### config.mk
export PLATFORM = sky130hd
export DESIGN_NAME = fetch_queue
export DESIGN_NICKNAME = d
export VERILOG_FILES = /design/src/rtl/fetch_queue.sv
export SDC_FILE = /design/constraint.sdc
export NUM_CORES = 1
export LEC_CHECK = 0
export CORE_MARGIN = 2
export CORE_UTILIZATION = 41
export DETAILED_ROUTE_END_ITERATION = 8
export GPL_TIMING_DRIVEN = 0
export PLACE_DENSITY = 0.61
export SYNTH_ARGS = -nofsm -noshare
export SYNTH_HDL_FRONTEND = slang
export SYNTH_SLANG_ARGS = --single-unit
### constraint.sdc
create_clock -name clk -period 4.9 [get_ports clk]
set_input_delay 0.98 -clock clk [delete_from_list [all_inputs] [get_ports clk]]
set_output_delay 0.98 -clock clk [all_outputs]
set_load 0.005 [all_outputs]
### src/rtl/fetch_queue.sv
// rtl/fetch_queue.sv - instruction prefetch queue feeding InstrF; optional same-cycle bypass under FETCH_QUEUE_BYPASS_EN
module fetch_queue #(
    parameter int unsigned DEPTH    = 4,
    parameter logic [31:0] RESET_PC = 32'h0000_0000
) (
    input  logic        clk,
    input  logic        reset,
    input  logic [31:0] pc_i,
    input  logic        stall_i,
    output logic        imem_req_o,
    output logic [31:0] imem_addr_o,
    input  logic        imem_gnt_i,
    input  logic        imem_rvalid_i,
    input  logic [31:0] imem_rdata_i,
    output logic [31:0] instr_o,
    output logic        instr_valid_o,
    output logic        fetch_stall_o
);
    localparam int CW = $clog2(DEPTH + 1);
    localparam int PW = $clog2(DEPTH);
    localparam logic [CW:0] LIMIT = (CW + 1)'(DEPTH);

    typedef enum logic {
        ST_RUN    = 1'b0,
        ST_RESYNC = 1'b1
    } state_t;

    state_t        r_state;
    state_t        w_state_next;

    logic [CW-1:0] r_count;
    logic [CW-1:0] r_outstanding;
    logic [CW-1:0] r_discard;
    logic [31:0]   r_fetch_addr;
    logic [31:0]   r_resp_addr;
    logic [PW-1:0] r_rd_ptr;
    logic [PW-1:0] r_wr_ptr;
    logic [31:0]   r_tag  [DEPTH];
    logic [31:0]   r_data [DEPTH];

    logic [31:0]   w_head_tag;
    logic [31:0]   w_head_data;
    logic          w_has;
    logic [31:0]   w_expected;
    logic          w_filling;
    logic          w_resync;
    logic          w_q_valid;
    logic          w_byp;
    logic          w_byp_take;
    logic          w_pop;
    logic          w_push;
    logic          w_drop;
    logic          w_accept;
    logic [CW:0]   w_level;
    logic          w_req;
    logic          w_fire;

    assign w_head_tag  = r_tag[r_rd_ptr];
    assign w_head_data = r_data[r_rd_ptr];
    assign w_has       = (r_count != '0);
    assign w_expected  = w_has ? w_head_tag : r_resp_addr;

    // While the queue is empty but live words are still coming back for pc_i, this is normal fill.
    assign w_filling = !w_has && (r_outstanding != r_discard) && (r_resp_addr == pc_i);
    assign w_resync  = (r_state == ST_RUN) && (w_expected != pc_i) && !w_filling;

    assign w_q_valid = w_has && (w_head_tag == pc_i);

`ifdef FETCH_QUEUE_BYPASS_EN
    // A returning word for pc_i may skip the queue when nothing older is buffered or pending discard.
    assign w_byp = reset && !w_has && (r_discard == '0) && imem_rvalid_i && (r_resp_addr == pc_i);
`else
    assign w_byp = 1'b0;
`endif

    assign w_byp_take = w_byp && !stall_i;
    assign w_pop      = w_q_valid && !stall_i;
    assign w_drop     = imem_rvalid_i && (r_discard != '0);
    assign w_accept   = imem_rvalid_i && (r_discard == '0);
    assign w_push     = w_accept && !w_resync && !w_byp_take;

    // Buffered plus in-flight words never exceed DEPTH, so a push always has a free slot.
    assign w_level = {1'b0, r_count} + {1'b0, r_outstanding};
    assign w_req   = reset && (r_state == ST_RUN) && !w_resync && (w_level < LIMIT);
    assign w_fire  = w_req && imem_gnt_i;

    // State register.
    always_ff @(posedge clk or negedge reset) begin
        if (!reset) begin
            r_state <= ST_RUN;
        end else begin
            r_state <= w_state_next;
        end
    end

    // Next state: a mismatch enters RESYNC, which always lasts a single cycle.
    always_comb begin
        w_state_next = r_state;
        case (r_state)
            ST_RUN:    if (w_resync) w_state_next = ST_RESYNC;
            ST_RESYNC: w_state_next = ST_RUN;
            default:   w_state_next = ST_RUN;
        endcase
    end

    // Outputs: fetch request and the Fetch-stage instruction view.
    always_comb begin
        imem_req_o    = w_req;
        imem_addr_o   = r_fetch_addr;
        instr_valid_o = w_q_valid || w_byp;
        instr_o       = 32'h0;
        if (w_q_valid) begin
            instr_o = w_head_data;
        end else if (w_byp) begin
            instr_o = imem_rdata_i;
        end
        fetch_stall_o = !(w_q_valid || w_byp);
    end

    // Request/response bookkeeping, address tracking and queue occupancy.
    always_ff @(posedge clk or negedge reset) begin
        if (!reset) begin
            r_count       <= '0;
            r_outstanding <= '0;
            r_discard     <= '0;
            r_fetch_addr  <= {RESET_PC[31:2], 2'b00};
            r_resp_addr   <= RESET_PC;
            r_rd_ptr      <= '0;
            r_wr_ptr      <= '0;
        end else begin
            r_outstanding <= r_outstanding + CW'(w_fire) - CW'(imem_rvalid_i);
            if (w_resync) begin
                r_count      <= '0;
                r_rd_ptr     <= '0;
                r_wr_ptr     <= '0;
                r_discard    <= r_outstanding - CW'(imem_rvalid_i);
                r_fetch_addr <= {pc_i[31:2], 2'b00};
                r_resp_addr  <= pc_i;
            end else begin
                r_count <= r_count + CW'(w_push) - CW'(w_pop);
                if (w_push) r_wr_ptr <= r_wr_ptr + 1'b1;
                if (w_pop) r_rd_ptr <= r_rd_ptr + 1'b1;
                if (w_drop) r_discard <= r_discard - 1'b1;
                if (w_accept) r_resp_addr <= r_resp_addr + 32'd4;
                if (w_fire) r_fetch_addr <= r_fetch_addr + 32'd4;
            end
        end
    end

    // Queue storage: tag and word written together at the tail.
    always_ff @(posedge clk) begin
        if (w_push) begin
            r_tag[r_wr_ptr]  <= r_resp_addr;
            r_data[r_wr_ptr] <= imem_rdata_i;
        end
    end

endmodule

==> flow_summary.ini, run 1 <==
[clock_network]
clock-sinks = 332
worstSkewPairLatency_ns = 0.52
cts_max_level = 2
cts_hold_buffers = 0
clk_pin_slew_ns = 0.06
clk_path_buf_depth = 3
cts_buffers = 37
root_buffer = clkbuf_16
cts_tree = built

[synth]
synth.avg_cell_area_um2 = 16.62
synth_area_um2 = 14860
synth_cell_types = 47
synth-seq-cells = 332
seq_area_frac_synth_pct = 64.55
synth_flop_cell = edfxtp_1
syn_inst = 894
async_flop_share_pct = 22.89
yosys_warnings = 0
synth-edff-count = 256

[grt]
grt_max_degree = 48
grt_pass1_vias = 8511
globalRouteOverflowTotal = 0
grt_first_pass_wirelength_mm = 53.13
antenna_found_initial = 0
grt.total_usage_pct = 18.75

[timing]
relSlewSlack_pct = 2.196
period_share_pct = 100.2
rsz0062_at_grt = yes
final_max_slew_viol_count = 0
fin_setup_tns_ns = -0.01159
setup_viol = 1
hold_ws_ns = 0.5086
hold_viol_final = 0
max_freq_mhz = 203.6
period_minus_slack_ns = 4.912
worst_slack_ns = -0.01159
fin_worst_skew_ns = 0.01650
worst_pin_slew_ns = 1.454

[pwr]
pwr_density_cell_nw_per_um2 = 349.2
leakage_nw = 6.449
peakVddDrop_uv = 197.8

[run_status]
status = finished, violations left
violations = design-rule violations, max-capacitance violations, negative setup slack

[worst_setup_path]
rrSetupSlack_ns = 0.27
worstPathArrival_ns = 3.93
end_kind = primary output
critPathSlowestCell = clkdlybuf4s50_1
cp.required_ns = 3.92
cp-start-kind = input pin
r2r_cells = 10
max_stage_delay_ns = 0.66
r2r_end = imem_addr_o[31]
crit_chain = clkdlybuf4s50_1 > xor2_1 > nor4_1 > nand2_1 > nor3_1 > a41o_1 > nor2_2 > buf_12 > nor2_2 > clkdlybuf4s50_1
path_class = in2out
rr_startpoint = r_outstanding[2]
crit_fanout = 19

[placement]
io_buffer_count = 132
gp_congestion = 0.7871
hpwl_mm = 23.60

[final_layout]
area_growth_syn_to_layout_pct = 24.16
nets = 1172
n_fill_cell = 2935
layout_commonest_cell = edfxtp_1
final_cell_mix = 256 x edfxtp_1, 119 x clkdlybuf4s50_1, 85 x xnor2_1
drive_gt1_share_pct = 22.55

[floorplan]
fp.dieH_um = 194.4
core_area_um2 = 35660
dieWidth_um = 194.4
row_count = 69
start_util_pct = 41.66
die_area_um2 = 37770
io_pins = 136

[routing]
ant_nets = 0
drt_iter0_markers = 546
via_per_inst = 5.306
drtPass1Iterations = 9
wl_per_cell_um = 22.17
drc = 18
wirelength_mm = 34.92
vias = 8357

[flow_run]
maxCapViolCount = 1

[worst_hold_path]
hold_class = in2async
## area by class of cell
class                           instances  area [µm²]  area share (%)
Sequential cell                       332        9590           52.00
Multi-Input combinational cell        506        5164           28.00
Timing Repair Buffer                  153        1624           8.805
Clock buffer                           45       955.9           5.183
Tap cell                              461       576.8           3.127
Buffer                                 34       291.5           1.581
Clock inverter                         22       157.7          0.8548
Inverter                               21       81.33          0.4409
Antenna cell                            1       2.502         0.01357
## worst max-delay path by stage
stage / from / endpoint / slack [ns] / cells past startpoint
floorplan: pc_i[28] / r_data[0][0] / -0.70 / 7
global placement: pc_i[11] / r_tag[3][23] / -4.68 / 9
detailed placement: pc_i[11] / imem_req_o / -0.72 / 12
CTS: r_rd_ptr[0] / imem_req_o / 0.02 / 12
global route: r_rd_ptr[0] / instr_o[21] / -0.02 / 12
finish: pc_i[10] / imem_req_o / -0.01 / 10
## state kept, by name (all words and copies together) (netlist names)
register and count:
r_data 128, r_tag 128, r_resp_addr 32, imem_addr_o 30, r_count 3, r_discard 3, r_outstanding 3, r_rd_ptr 2
r_wr_ptr 2, r_state 1
## worst max-delay path: cells and delay by family
kind                      cells  cell delay, ns
AOI/OAI and AO/OA             1            0.31
and+or+nand+nor               5            1.04
buffers and inverters         3            1.36
xor gates and xnor gates      1            0.21
## metrics by stage
step | instance area (µm²) | setup slack (ns) | util [%] | power [W] | std cells
2_1_floorplan | 14860 | -0.7001 | - | 0.003659 | 895
3_3_place_gp | 16760 | -4.682 | 47.00 | 0.003885 | 1488
3_5_place_dp | 16990 | -0.7186 | 47.66 | 0.003901 | 1498
4_1_cts | 18320 | 0.01726 | 51.38 | 0.006492 | 1573
5_1_grt | 18440 | -0.01651 | 51.72 | 0.006682 | 1574
6_report | 18440 | -0.01159 | 51.73 | 0.006440 | 1575
## what timing repair did
action                     in CTS  in global routing
pin swaps                       7                  9
gates resized for setup        51                 36
setup buffers                   9                  2
setup endpoints to repair     148                 29
## per-layer routing
metal | track usage, % | part of all wire (%) | vias up
met2 | 29.88 | 47 | 228
met4 | 4.103 | 1.5 | 0
met3 | 4.581 | 6.0 | 39
li1 | - | - | 3759
met1 | 26.23 | 45 | 4331
met5 | 0 | 0 | -
## power by group
group	switching, W	total, W	internal [W]	leakage [nW]
combinational	0.000267	0.000593	0.000326	2.70
sequential	0.000111	0.00327	0.00315	3.20
clock	0.00109	0.00258	0.00150	0.548
## cells by family (layout without fill, tap and decap cells)
logic type      Yosys count  after routing  synth area share, %
compound gates           21             21                1.103
xor+xnor                137            137                8.077
fa+ha+maj                18             18                1.617
buf+inv                  57            275                2.013
flops                   332            332                64.55
mux                     135            135                15.77
other cells               1              3              0.02524
simple gates            193            193                6.848
## cell usage after synthesis (all sizes together), types with 2 or more instances
cell type | count | area share [%]
mux4 | 60 | 9.1
xnor2 | 93 | 5.5
nand4 | 20 | 0.84
mux2i | 15 | 1.0
and4 | 7 | 0.41
nor3 | 6 | 0.20
buf | 19 | 1.1
ha | 16 | 1.3
a21oi | 6 | 0.20
nor4 | 6 | 0.25
mux2 | 60 | 5.7
nand2b | 2 | 0.084
nand3 | 33 | 1.1
o21ai | 3 | 0.10
clkbuf | 17 | 0.43
nand2 | 36 | 0.91
a2111oi | 2 | 0.20
fa | 2 | 0.27
dfrtp | 76 | 13
or3 | 3 | 0.13
nor2 | 30 | 0.76
edfxtp | 256 | 52
inv | 21 | 0.53
xor2 | 44 | 2.6
nor2b | 35 | 1.5
and3 | 10 | 0.42
Power figures use the tool's default switching activity.
==> run 2, diff against run 1 <==
--- a/config.mk
+++ b/config.mk
@@ -5,10 +5,12 @@
 export SDC_FILE = /design/constraint.sdc
 export NUM_CORES = 1
 export LEC_CHECK = 0
+export CAP_MARGIN = 20
 export CORE_MARGIN = 2
 export CORE_UTILIZATION = 41
 export DETAILED_ROUTE_END_ITERATION = 8
 export GPL_TIMING_DRIVEN = 0
+export HOLD_SLACK_MARGIN = 0.1
 export PLACE_DENSITY = 0.61
 export SYNTH_ARGS = -nofsm -noshare
 export SYNTH_HDL_FRONTEND = slang
==> run 2 against run 1 <==
Net effect:
- the flow finishes with violations (design-rule violations, negative setup slack)
- design area decreased by 0.20%
- fmax increased by 0.17%
- flip-flop and latch count unchanged
- sequential power about the same
- register-to-register slack improved by 0.26 ns
- hold slack got worse by 0.015 ns
- setup slack improved by 0.0084 ns
- utilization decreased by 0.10 points
- via count decreased by 0.30%
- clock power increased by 2%
==> flow_summary.ini, run 2 (synthesis results as in run 1) <==
[routing]
wl_per_cell_um = 22.20
wirelength_mm = 35.05
via_per_inst = 5.277
ant_nets = 0
drtPass1Iterations = 7
vias = 8332
drt_iter0_markers = 514
drc = 10

[timing]
max_freq_mhz = 203.9
setup_viol = 1
fin_worst_skew_ns = 0.01374
period_share_pct = 100.1
period_minus_slack_ns = 4.903
relSlewSlack_pct = 34.74
worst_slack_ns = -0.003187
worst_pin_slew_ns = 0.9699
final_max_slew_viol_count = 0
hold_viol_final = 0
hold_ws_ns = 0.4934

[worst_setup_path]
worstPathArrival_ns = 3.92
cp-start-kind = input pin
path_class = in2out
critPathSlowestCell = clkdlybuf4s50_1
cp.required_ns = 3.92
r2r_cells = 19
crit_fanout = 4
max_stage_delay_ns = 0.66
end_kind = primary output
crit_chain = clkdlybuf4s50_1 > xor2_1 > nor4_1 > nand2_1 > nor3_1 > a41o_1 > nor2_1 > buf_6 > nor2_1 > clkdlybuf4s50_1

[clock_network]
cts_max_level = 2
cts_buffers = 37
clk_pin_slew_ns = 0.06
root_buffer = clkbuf_16
clock-sinks = 332
cts_hold_buffers = 0
clk_path_buf_depth = 3
worstSkewPairLatency_ns = 0.52
cts_tree = built

[final_layout]
post-route-util_pct = 51.63
layout_commonest_cell = edfxtp_1
drive_gt1_share_pct = 21.74
design_area_um2 = 18410
largestRegisters = r_data (128), r_tag (128), r_resp_addr (32)
nets = 1177
final_cells = 1579
final_cell_mix = 256 x edfxtp_1, 120 x clkdlybuf4s50_1, 87 x xnor2_1
n_antenna_cell = 0
area_growth_syn_to_layout_pct = 23.91

[grt]
grt_first_pass_wirelength_mm = 53.06
globalRouteOverflowTotal = 0
grt_pass1_vias = 8539
grt_max_degree = 48
grt.total_usage_pct = 18.81
antenna_found_initial = 0

[floorplan]
die_area_um2 = 37770
dieWidth_um = 194.4
row_count = 69
fp.dieH_um = 194.4
io_pins = 136
start_util_pct = 41.66
core_area_um2 = 35660

[pwr]
peakVddDrop_uv = 192.4
power_w = 0.006474
pwr_density_cell_nw_per_um2 = 351.7
leakage_nw = 6.442

[placement]
gp_congestion = 0.7871
io_buffer_count = 132
dp.cells = 1500
placed_cell_area_um2 = 17010
hpwl_mm = 23.66

[run_status]
violations = design-rule violations, negative setup slack
status = finished, violations left

[flow_run]
maxCapViolCount = 0

[worst_hold_path]
hold_class = in2async
-- run 2: through the flow --
step / setup slack (ns) / TNS [ns]
finish: -0.003187 / -0.003187
detailed placement: -0.6920 / -61.63
global route: -0.0001714 / -0.0001714
floorplan: -0.7001 / -179.23
CTS: 0.01434 / 0
global placement: -4.682 / -1312.26
-- run 2: path summary, 6_finish.rpt --
check / slack, ns / start / endpoint
max: -0.003 / pc_i[10] / imem_req_o
min: 0.49 / reset / imem_addr_o[23]
max reg2reg: 0.53 / r_rd_ptr[1] / r_count[2]
min reg2reg: 0.54 / r_resp_addr[27] / r_tag[2][27]
max in group asynchronous: 3.77 / reset / imem_addr_o[3]
min in group clk: 0.54 / r_resp_addr[27] / r_tag[2][27]
-- run 2: area by class of cell --
type / count / area, µm²
fillers: 2944 / 17250
flip-flops and latches: 332 / 9590
multi-input cells: 506 / 5119
repair buffers: 157 / 1639
clock buffers: 51 / 998.5
well taps: 461 / 576.8
plain buffers: 35 / 272.8
clock inverters: 16 / 132.6
inverters: 21 / 78.83
-- run 2: metal layers --
metal / part of all wire [%] / wire length (µm) / track usage, % / vias to the layer above
li1: - / - / - / 3760
met1: 46 / 16110 / 26.65 / 4299
met2: 46 / 16270 / 29.70 / 228
met3: 5.9 / 2074 / 4.494 / 45
met4: 1.7 / 599 / 4.046 / 0
met5: 0 / 0 / 0 / -
-- run 2: critical path, delay by kind of cell --
family          cells  cell delay [ns]
buf+inv             3             1.33
compound gates      1             0.30
simple gates        5             1.11
xor+xnor            1             0.21
-- run 2: report_power, final --
part | switching [W] | total, W | internal (W)
clock network | 0.00109 | 0.00262 | 0.00153
registers | 0.000112 | 0.00327 | 0.00315
logic | 0.000262 | 0.000588 | 0.000326
-- run 2: repair_timing --
action | in CTS | in global routing
pin swaps | 6 | 6
buffers inserted | 5 | 8
cloned | 0 | 0
gates resized for setup | 37 | 27
endpoints found under the setup margin | 102 | 30
==> run 3, diff against run 2 <==
--- a/config.mk
+++ b/config.mk
@@ -6,7 +6,7 @@
 export NUM_CORES = 1
 export LEC_CHECK = 0
 export CAP_MARGIN = 20
-export CORE_MARGIN = 2
+export CORE_MARGIN = 3
 export CORE_UTILIZATION = 41
 export DETAILED_ROUTE_END_ITERATION = 8
 export GPL_TIMING_DRIVEN = 0
==> run 3 against run 2 <==
Net effect:
- the run now ends clean
- hold slack got worse by 0.15 ns
- non-clock buffer count unchanged
- flip-flop and latch count unchanged
==> flow_summary.ini, run 3 (synthesis results as in run 1) <==
[pwr]
clkPwrFrac_pct = 42.3
peakVddDrop_uv = 201.0
pwr_density_cell_nw_per_um2 = 361.0
swShare_pct = 21.88
p_switching_w = 0.001464
leakage_nw = 6.512
seq_power_share_pct = 48.8
intPower_w = 0.005226
power.share.combinational_pct = 8.9

[placement]
place_ws_ns = -0.6994
gp_congestion = 0.8217
placed_cell_area_um2 = 17020
io_buffer_count = 132
hpwl_mm = 23.99

[worst_setup_path]
rrSetupSlack_ns = 0.29
worstPathArrival_ns = 3.85
cp-start-kind = input pin
path_class = in2out
end_kind = primary output
cp.required_ns = 3.92
crit_fanout = 4

[routing]
ant_nets = 0
wl_per_cell_um = 22.33
vias = 8348
drtPass1Iterations = 5
drt_iter0_markers = 639
wirelength_mm = 35.28
drc = 0
via_per_inst = 5.284

[clock_network]
cts_hold_buffers = 0
worstSkewPairLatency_ns = 0.52
root_buffer = clkbuf_16
clk_path_buf_depth = 3
cts_buffers = 37
clock-sinks = 332
cts_tree = built
cts_max_level = 2
clk_pin_slew_ns = 0.06

[timing]
period_share_pct = 98.57
period_minus_slack_ns = 4.830
hold_viol_final = 0
relSlewSlack_pct = 34.11
worst_slack_ns = 0.07025
setup_viol = 0
max_freq_mhz = 207.1
fin_worst_skew_ns = 0.01891
final_max_slew_viol_count = 0
worst_pin_slew_ns = 0.9794

[flow_run]
maxCapViolCount = 0

[floorplan]
start_util_pct = 41.66
io_pins = 136
dieWidth_um = 196.4
row_count = 69
core_area_um2 = 35660
die_area_um2 = 38550
fp.dieH_um = 196.4

[final_layout]
nets = 1177
layout_commonest_cell = edfxtp_1
largestRegisters = r_data (128), r_tag (128), r_resp_addr (32)
regArea_um2 = 9590
area_growth_syn_to_layout_pct = 24.76
n_antenna_cell = 0
drive_gt1_share_pct = 22.43
final_cell_mix = 256 x edfxtp_1, 120 x clkdlybuf4s50_1, 86 x xnor2_1
n_fill_cell = 2960
design_area_um2 = 18530
multi_input_area_um2 = 5112

[worst_hold_path]
hold_class = in2async

[grt]
grt_max_degree = 64
grt_first_pass_wirelength_mm = 53.84
grt.total_usage_pct = 18.34
globalRouteOverflowTotal = 0
grt_pass1_vias = 8597
antenna_found_initial = 1

[run_status]
status = finished clean
==> run 3: cell count changes in the layout (fill, tap and decap cells not counted), moves of 2 or more <==
cell and change:
bufinv_16 +2, buf_2 +3, clkbuf_1 -5, clkbuf_8 +3
buf_4 +2, clkbuf_16 +2, clkbuf_2 -2, buf_16 +2
buf_12 -2
==> run 3: cell type report <==
cell class / instances / share of cell area [%]
well taps: 461 / 3.112
flip-flops and latches: 332 / 51.75
plain buffers: 34 / 1.431
clock inverters: 16 / 0.9721
multi-input cells: 506 / 27.58
inverters: 21 / 0.4253
clock buffers: 52 / 5.799
repair buffers: 158 / 8.931
==> run 3: path summary, 6_finish.rpt <==
| kind | startpoint | end | cells past startpoint |
|---|---|---|---|
| hold / removal | reset | imem_addr_o[18] | 1 |
| max in group asynchronous | reset | r_rd_ptr[0] | 2 |
| setup / recovery | pc_i[7] | imem_req_o | 11 |
| min in group clk | r_resp_addr[27] | r_tag[0][27] | 0 |
| setup reg to reg | r_rd_ptr[0] | r_tag[3][21] | 14 |
| hold reg to reg | r_resp_addr[27] | r_tag[0][27] | 0 |
==> run 3: what timing repair did <==
action	CTS	global route
setup endpoints to repair	105	29
pin swaps	5	7
buffers inserted	7	7
gates resized for setup	41	21
==> run 3: power by group through the flow <==
stage | sequential [W] | clock (W) | combinational (W)
floorplan | 0.00329 | 0 | 0.000369
global placement | 0.00332 | 0 | 0.000570
detailed placement | 0.00332 | 0 | 0.000583
CTS | 0.00327 | 0.00288 | 0.000596
global route | 0.00328 | 0.00300 | 0.000657
finish | 0.00327 | 0.00283 | 0.000597
==> run 3: routing by layer <==
layer | up-vias | wire length [µm] | share of wire (%) | GRT usage [%]
li1 | 3770 | - | - | -
met1 | 4312 | 15970 | 45 | 26.58
met2 | 222 | 17060 | 48 | 30.13
met3 | 44 | 1660 | 4.7 | 2.479
met4 | 0 | 580 | 1.6 | 3.670
met5 | - | 0 | 0 | 0
==> run 3: critical path, cell delays in order <==
cell and delay (ns):
clkdlybuf4s50_1 0.64, xnor2_1 0.15, nand4_1 0.20, nor4_4 0.28
o2bb2ai_1 0.16, nand4_1 0.17, a211oi_2 0.40, nor2_2 0.11
buf_6 0.14, nor2_1 0.10, clkdlybuf4s50_1 0.51
==> run 3: stage by stage <==
step / power, W / util, % / instances / hold slack (ns) / TNS [ns]
after detailed placement: 0.003905 / 47.73 / 1500 / 0.4994 / -73.69
final: 0.006690 / 51.98 / 1580 / 0.3389 / 0
after CTS: 0.006741 / 51.69 / 1574 / 0.3299 / 0
after global routing: 0.006935 / 51.98 / 1580 / 0.3414 / -0.02757
after floorplan: 0.003659 / - / 895 / 0.4742 / -179.23
after global placement: 0.003887 / 47.00 / 1488 / 0.4983 / -1267.36
